--- config.mk ---
export PLATFORM = sky130hd
export DESIGN_NAME = cfg_sequencer
export DESIGN_NICKNAME = d
export VERILOG_FILES = /design/src/rtl/cfg_sequencer.sv
export SDC_FILE = /design/constraint.sdc
export NUM_CORES = 1
export LEC_CHECK = 0
export CAP_MARGIN = 20
export CORE_ASPECT_RATIO = 1.5
export CORE_MARGIN = 4
export CORE_UTILIZATION = 49
export CTS_BUF_LIST = sky130_fd_sc_hd__clkbuf_4 sky130_fd_sc_hd__clkbuf_8 sky130_fd_sc_hd__clkbuf_16
export DETAILED_ROUTE_END_ITERATION = 8
export HOLD_SLACK_MARGIN = 0.12
export MAX_ROUTING_LAYER = met4
export PLACE_DENSITY = 0.77
export SETUP_SLACK_MARGIN = 0.15
export SKIP_CTS_REPAIR_TIMING = 1
export SLEW_MARGIN = 0
export SYNTH_ARGS = -nofsm -noshare
export SYNTH_HDL_FRONTEND = slang
export SYNTH_SLANG_ARGS = --single-unit
--- constraint.sdc ---
create_clock -name clk -period 1.8 [get_ports clk]
set_input_delay 0.45 -clock clk [delete_from_list [all_inputs] [get_ports clk]]
set_output_delay 0.45 -clock clk [all_outputs]
set_load 0.03 [all_outputs]
--- src/rtl/cfg_sequencer.sv ---
// cfg_sequencer: assembles a PE-array config vector from a word stream,
// then strobes ld_reg, holds rd_reg for run_len cycles and pulses done.
module cfg_sequencer #(
  parameter int NUM_PEs_PER_ROW = 4,
  parameter int NUM_ROWS        = 4,
  parameter int WORD_WIDTH      = 16
) (
  input  logic                    clk,
  input  logic                    rst,
  input  logic                    cfg_valid,
  input  logic [WORD_WIDTH-1:0]   cfg_data,
  output logic                    cfg_ready,
  input  logic [15:0]             run_len,
  input  logic                    abort,
  output logic                    ld_reg,
  output logic                    rd_reg,
  output logic [NUM_PEs_PER_ROW*NUM_ROWS-1:0] clk_en_o,
  output logic [NUM_PEs_PER_ROW*NUM_ROWS-1:0] adder_en_o,
  output logic [NUM_PEs_PER_ROW*NUM_ROWS-1:0] visible_o,
  output logic                    rst_acc_o,
  output logic [2*NUM_ROWS-1:0]   task_ctrl_o,
  output logic                    busy,
  output logic                    done
);

  localparam int P         = NUM_PEs_PER_ROW * NUM_ROWS;
  localparam int CFG_W     = 3 * P + 1 + 2 * NUM_ROWS;
  localparam int NUM_WORDS = (CFG_W + WORD_WIDTH - 1) / WORD_WIDTH;
  localparam int CW        = (NUM_WORDS > 1) ? $clog2(NUM_WORDS) : 1;

  typedef enum logic [2:0] {
    IDLE,
    LOAD,
    COMMIT,
    RUN,
    DONE
  } state_t;

  state_t           state;
  state_t           state_d;
  logic [CW-1:0]    word_cnt;
  logic [15:0]      run_cnt;
  logic [CFG_W-1:0] shadow;
  logic [CFG_W-1:0] shadow_d;
  logic             accept;
  logic             last_word;
  logic             ld_d;
  logic             rd_d;
  logic             done_d;

  // Handshake: only IDLE/LOAD take words, and never while aborting or in reset.
  always_comb begin
    cfg_ready = 1'b0;
    if (!rst && !abort && (state == IDLE || state == LOAD))
      cfg_ready = 1'b1;
  end

  assign accept    = cfg_valid && cfg_ready;
  assign last_word = (word_cnt == CW'(NUM_WORDS - 1));

  // Merge the incoming word into its slot; bits past CFG_W fall away.
  always_comb begin
    shadow_d = shadow;
    for (int b = 0; b < CFG_W; b++) begin
      if (b / WORD_WIDTH == int'(word_cnt))
        shadow_d[b] = cfg_data[b % WORD_WIDTH];
    end
  end

  // Next-state and per-state strobes.
  always_comb begin
    state_d = state;
    ld_d    = 1'b0;
    rd_d    = 1'b0;
    done_d  = 1'b0;
    unique case (state)
      IDLE: begin
        if (accept)
          state_d = last_word ? COMMIT : LOAD;
      end
      LOAD: begin
        if (abort)
          state_d = IDLE;
        else if (accept && last_word)
          state_d = COMMIT;
      end
      COMMIT: begin
        ld_d    = 1'b1;
        state_d = (run_cnt != 16'd0) ? RUN : DONE;
      end
      RUN: begin
        rd_d = 1'b1;
        if (abort)
          state_d = IDLE;
        else if (run_cnt == 16'd1)
          state_d = DONE;
      end
      DONE: begin
        done_d  = 1'b1;
        state_d = IDLE;
      end
      default: state_d = IDLE;
    endcase
  end

  // State, slot counter, run counter and shadow register.
  always_ff @(posedge clk) begin
    if (rst) begin
      state    <= IDLE;
      word_cnt <= '0;
      run_cnt  <= '0;
      shadow   <= '0;
    end else begin
      state <= state_d;
      if (accept)
        shadow <= shadow_d;
      if (state == LOAD && abort)
        word_cnt <= '0;
      else if (accept)
        word_cnt <= last_word ? '0 : word_cnt + CW'(1);
      if (accept && last_word)
        run_cnt <= run_len;
      else if (state == RUN)
        run_cnt <= abort ? 16'd0 : run_cnt - 16'd1;
    end
  end

  // Outputs are forced quiet while reset is held.
  always_comb begin
    ld_reg      = ld_d && !rst;
    rd_reg      = rd_d && !rst;
    done        = done_d && !rst;
    busy        = (state != IDLE) && !rst;
    clk_en_o    = rst ? '0 : shadow[P-1:0];
    adder_en_o  = rst ? '0 : shadow[2*P-1:P];
    visible_o   = rst ? '0 : shadow[3*P-1:2*P];
    rst_acc_o   = rst ? 1'b0 : shadow[3*P];
    task_ctrl_o = rst ? '0 : shadow[3*P+2*NUM_ROWS:3*P+1];
  end

endmodule

After elaboration in Yosys (flattened, before gate mapping)

Cells that the tools add are included.

Bits in registers: 78
Input port bits: 36
Logic and storage cells: 65

$add $sub $neg: 2
Eq/ne operators: 12
Muxes and demuxes: 21
Reductions and logical operators: 23

Operators by type and width:

| kind                  | number |
|---|---|
| $mux 16               | 6 |
| $mux 3                | 6 |
| $eq 16x1->1 const B   | 1 |
| $reduce_bool 16->1    | 1 |
| $sub 16x1->16 const B | 1 |
| $pmux 3 s4            | 1 |
| $logic_and 1x1->1     | 9 |
| $mux 8                | 1 |
| $reduce_and 2->1      | 4 |
| $eq 3x2->1 const B    | 2 |
| $ne 3x3->1 const B    | 2 |
| $mux 1                | 5 |
| $eq 2x2->1 const A    | 2 |
| $mux 2                | 2 |
| $eq 3x1->1 const B    | 1 |
| $eq 3x3->1 const B    | 1 |
| $logic_not 3->1       | 1 |
| $reduce_and 3->1      | 1 |
| $reduce_bool 3->1     | 1 |
| $add 2x1->2 const B   | 1 |
| $eq 1x2->1 const A    | 1 |
| $eq 2x2->1 const B    | 1 |
| $logic_not 1->1       | 2 |
| $logic_not 2->1       | 1 |
| 4 further kinds       | 4 |

Depth between registers and ports, before layout

Gate-level depths: netlist (run 1).

Depth after elaboration: 9
Mapped depth: 8

Least setup slack after synthesis (run 1)

OpenSTA, ideal clock, no wires.

Kind: input port to output port
Start point: in rst
End point: out done
Arrival time: 1879 ps
Required time: 1350 ps
Path slack: -529 ps
Stages on the path: 3
Buffers on the path: 2
Path through: clkbuf_1 buf_1 nor4b_1

Longest elaborated chain between the ends: 2

RTL lines:

| item              | line | text |
|---|---|---|
| start, declared   | 9    | `input logic rst,` |
| $logic_not 1->1   | 132  | `done = done_d && !rst;` |
| $logic_and 1x1->1 | 132  |  |
| end, declared     | 23   | `output logic done` |

Every way passes these cells.

Worst setup path in the final report (run 1)

Start point: reg state[2]
End point: out rd_reg

Longest elaborated chain between the ends: 3

RTL lines:

| item                   | line | text |
|---|---|---|
| start, declared        | 39   | `state_t state;` |
| start signal, assigned | 114  | `state <= state_d;` |
| $eq 3x2->1             | 76   | `unique case (state)` |
| $mux 1                 | 76   |  |
| $logic_and 1x1->1      | 131  | `rd_reg = rd_d && !rst;` |
| end, declared          | 16   | `output logic rd_reg,` |

Every way passes these cells.

==> run metrics, run 1 <==
clk slew on worst S/H paths 60 ps; Peak VDD IR 0.4898 mV; CTS tree done; register area 1569 um^2; fmax 552.2 MHz; synth top area cells dfxtp_1 41%, nand2_1 12%, a21oi_1 9.6%, nor2b_1 9.5%, ha_1 2.3%; Pwr Density 626.0 nW/um^2; vias 4386; clk sinks 78; ant diodes 0; Initial DRT Pass Iterations 6; row cnt 39; NumNets Final 679; DRC Markers 0; most common cell in the netlist nand2_1; Pleak 2.778 nW; filler cell count 380; Seq cells post-synth 78; Seq/Total Area, Yosys 40.68%; initial core utilization 50.43%; post-synth top area share 40.68%; first-pass GRT wire length 18.14 mm; Syn Nets 546; Crit Path Class reg -> out; maxcap violations 0; initial antenna violation count 0; IO Count 98; synth unique cells 53; CTS Buf Count 9; clk_lat worst skew 340 ps; Total Power 4.073 mW; status finished with violations; Avg WL per Cell 20.55 um; Final Cycle Share 100.6%; top cells by count, synth 126 x nand2_1, 78 x dfxtp_1, 74 x a21oi_1, 58 x nor2b_1, 22 x clkbuf_1; gp weighted congestion 0.9711; Cell Area, Synth 3839 um^2; Core Area 7612 um^2; Synth area leader dfxtp_1; global-route usage over all layers 25.79%; htree depth 3; Hold Slack 455.4 ps; vias per std cell 5.903; DRT antenna net count 0; CP Capture Type primary output; Post-synth EDFFs 0; Post-Place Worst Slack -317.1 ps; reg-to-reg critical path startpoint state[1]; largest net degree at the start of global routing 51; async set-reset flop share out of synthesis 0%; Detailed Route WL 15.27 mm; max-slew violation count 0; final worst-path setup slack -10.88 ps; Die ar. 9343 um^2; Tmin final 1811 ps; Hold Fails Final Rpt 0; chip width 80.27 um; initial drt markers 306; # setup viols final 2; Root Driver clkbuf_16; Slew HR 67.62%; share of layout cells above drive strength 1 45.71%; area added between synthesis and finish 69.49%; RSZ-0062 raised after global routing true; Worst Setup SP state[2]; Worst EP arrival 1360 ps; gr ovfl total 0; Synthesis Warnings 0; failing checks setup timing; Max Root-Sink Buffers 2; Worst Tran Pin Value 484.1 ps; Vert. Die Dim 116.4 um; CP max FO 5; Port Buffers 97; Worst Clk Skew 10.28 ps; Min-Delay Path Class reg -> reg; Hold Path Origin shadow[51]; crit path launch type flip-flop; post-DP HPWL 8.649 mm; syn avg cell area 7.632 um^2; Top FF cell, synth dfxtp_1; area occupied by multi-input gates 2839 um^2; Synth Instances 503; vias in the first global route 3808; Worst EP required 1350 ps
[critical path, cell delays in order (launching register included)]
cell	delay, ps
dfxtp_4	360
buf_6	120
nand3b_1	190
nor2_2	190
buf_6	150
[final timing paths]
kind / endpoint / slack (ps) / cells past startpoint
hold reg to reg: shadow[51] / 460 / 2
hold / removal: shadow[51] / 460 / 2
setup reg to reg: shadow[24] / 80 / 9
setup / recovery: rd_reg / -10 / 4
[through the flow]
step,util [%],area [um^2],TNS (ps),cells
final,85.47,6506,-17.03,743
after global routing,85.47,6506,-92.77,743
after global placement,67.57,5144,-14100,709
after floorplan,-,3931,0,503
after CTS,71.55,5446,-374.4,725
after detailed placement,67.57,5144,-16770,709
[power breakdown]
part	switching, mW	internal, mW	leakage [nW]	total (mW)
Combinational	0.263	0.194	2.00	0.457
Sequential	0.0109	1.74	0.632	1.75
Clock	0.735	1.13	0.149	1.86
Total	1.01	3.06	2.78	4.07
[registers in the layout, indices dropped and copies added, names as in the netlist]
name,cells
shadow,57
word_cnt,2
run_cnt,16
state,3
[routing by layer]
metal	vias up	share of wire [%]	track usage [%]
li1	1977	-	-
met1	2122	35	25.57
met2	218	54	47.51
met3	69	5.7	4.398
met4	0	5.8	13.30
met5	-	0	-
[area by class of cell]
cell class	instances	area share, %
flip-flops and latches	78	24.12
multi-input cells	376	43.63
inverters	11	0.6346
clock buffers	11	3.788
clock inverters	5	0.8654
repair buffers	160	25.00
well taps	102	1.962
[logic make-up after synthesis]
| logic type | after synthesis | share of synthesized area (%) |
|---|---|---|
| xor gates and xnor gates | 3 | 0.6846 |
| adders and majority gates | 7 | 2.282 |
| AOI/OAI and AO/OA | 116 | 17.60 |
| DFF | 78 | 40.68 |
| buffers and inverters | 49 | 5.476 |
| and+or+nand+nor | 250 | 33.28 |
[layout by cell type, fill, tap and decap left out, types with 4 or more instances in the layout]
master           count
buf_12              11
nand3_1             12
nor2_1               9
nor2b_1             47
a21oi_2             49
nand3b_1             4
dfxtp_1             74
inv_1               11
a21oi_1             24
a31oi_1              4
buf_6               16
clkdlybuf4s50_1     32
nor4_4               4
clkbuf_16           15
nand2_1             75
buf_4               89
ha_1                 5
nor3_1               6
o21ai_0              5
nor2b_2             10
and3_4               4
nand2_4             47
No activity file was read; power rests on OpenSTA's default activity.
==> inputs of run 2 (changes only) <==
CTS_CLUSTER_DIAMETER = 30   (was default)
==> results of run 2 <==
The final DEF is identical to that of run 1; final timing and power are the same.
==> inputs of run 3 (changes only) <==
CORE_MARGIN = 2   (was 4)
==> run 3 against run 2 <==
  * Wire length shrank 21%
  * Via count fell by 7.9%
  * Flip-flop and latch count stayed put
  * Maximum frequency up 2.8%
  * The run now ends clean
  * Worst hold slack got worse by 6.9 ps
  * Cell area is 14% lower
  * Clock power up 6%
  * Critical path type unchanged
==> run metrics, run 3 (synthesis gave the netlist of run 1 again) <==
vias in the first global route 3778; Worst Setup SP state[1]; first-pass GRT wire length 18.40 mm; vias per std cell 5.551; Worst EP required 1350 ps; worst path bufs/invs 1; gr ovfl total 0; Hold Fails Final Rpt 0; htree depth 3; Worst EP arrival 1310 ps; clk_lat worst skew 330 ps; Pleak 2.216 nW; Detailed Route WL 12.06 mm; IO Count 98; max reg flops 57; Port Buffers 97; RSZ-0062 raised after global routing true; filler cell count 592; reg-to-reg critical path startpoint state[2]; vias 4041; largest net degree at the start of global routing 43; Hold Path Origin shadow[42]; most common cell after layout, fill and taps aside nand2_1; clk sinks 78; Min-Delay Path Class reg -> reg; CP Capture Type primary output; gp weighted congestion 0.9983; Slew HR 67.02%; share of layout cells above drive strength 1 26.04%; NumNets Final 664; Max Root-Sink Buffers 2; Core Area 7612 um^2; CTS tree done; Total Neg Setup Slack 0 ps; post-layout util 73.19%; Largest Register shadow; Worst Tran Pin Value 494.7 ps; CP max FO 2; maxcap violations 0; fmax 567.6 MHz; Post-Place Worst Slack -274.2 ps; Initial DRT Pass Iterations 4; Final Cycle Share 97.88%; Root Driver clkbuf_16; initial core utilization 50.43%; # setup viols final 0; CP max stage delay 400 ps; global-route usage over all layers 27.64%; max-slew violation count 0; row cnt 39; Avg WL per Cell 16.56 um; Peak VDD IR 0.5134 mV; DRT antenna net count 0; DRC Markers 0; chip width 76.27 um; most frequent cells in the layout 126 x nand2_1, 93 x buf_4, 74 x a21oi_1, 74 x dfxtp_1, 46 x nor2b_1; Pwr Density 729.4 nW/um^2; final worst-path setup slack 38.16 ps; Vert. Die Dim 112.4 um; clk slew on worst S/H paths 60 ps; Crit path max-delay family simple AND/OR/NAND/NOR gates; cell chain of the critical path or3b_4 > nor2_4 > buf_6; area added between synthesis and finish 45.14%; crit path launch type flip-flop; CTS Buf Count 9; initial antenna violation count 0; ant diodes 0; Die ar. 8573 um^2; largest registers shadow (57), run_cnt (16), state (3); Tmin final 1762 ps; Worst Clk Skew 3.706 ps; Slowest cell on crit path or3b_4; post-DP HPWL 8.630 mm; Crit Path Class reg -> out; initial drt markers 309; status completed
run 3: worst paths after layout:
kind | to | slack, ps | cells after the start
min | shadow[42] | 450 | 2
min reg2reg | shadow[42] | 450 | 2
max reg2reg | run_cnt[6] | 130 | 5
max | ld_reg | 40 | 3
run 3: power breakdown:
part           switching (mW)  internal [mW]  total [mW]
registers              0.0100           1.74        1.75
logic                   0.186          0.155       0.342
clock network           0.699           1.27        1.97
run 3: area by class of cell:
class                   count  area, um^2  area share (%)
repair buffers            145        1310           23.51
clock buffers              11       246.5           4.424
well taps                 102       127.6           2.291
inverters                  11       41.29          0.7411
multi-input cells         376        2197           39.43
flip-flops and latches     78        1567           28.12
clock inverters             5       82.58           1.482
run 3: stage by stage:
stage                     instance area, um^2  total power, mW  hold slack [ps]  instances
final                                    5572            4.064            448.5        728
after global routing                     5572            4.176            474.0        728
after CTS                                5415            4.073            451.3        724
after detailed placement                 5086            2.114            442.8        708
after global placement                   5086            2.111            437.4        708
after floorplan                          3931            1.935            429.9        503
run 3: routing by layer:
layer	up-vias	wire length, um	global-route usage, %
met3	35	640	4.582
met5	-	0	-
li1	1943	-	-
met2	177	6644	52.04
met1	1886	4319	26.85
met4	0	454	14.18
run 3: worst min-delay path: stages, from the launching register on:
cell,delay [ps]
dfxtp_1,300
nand2_1,50
a21oi_1,50
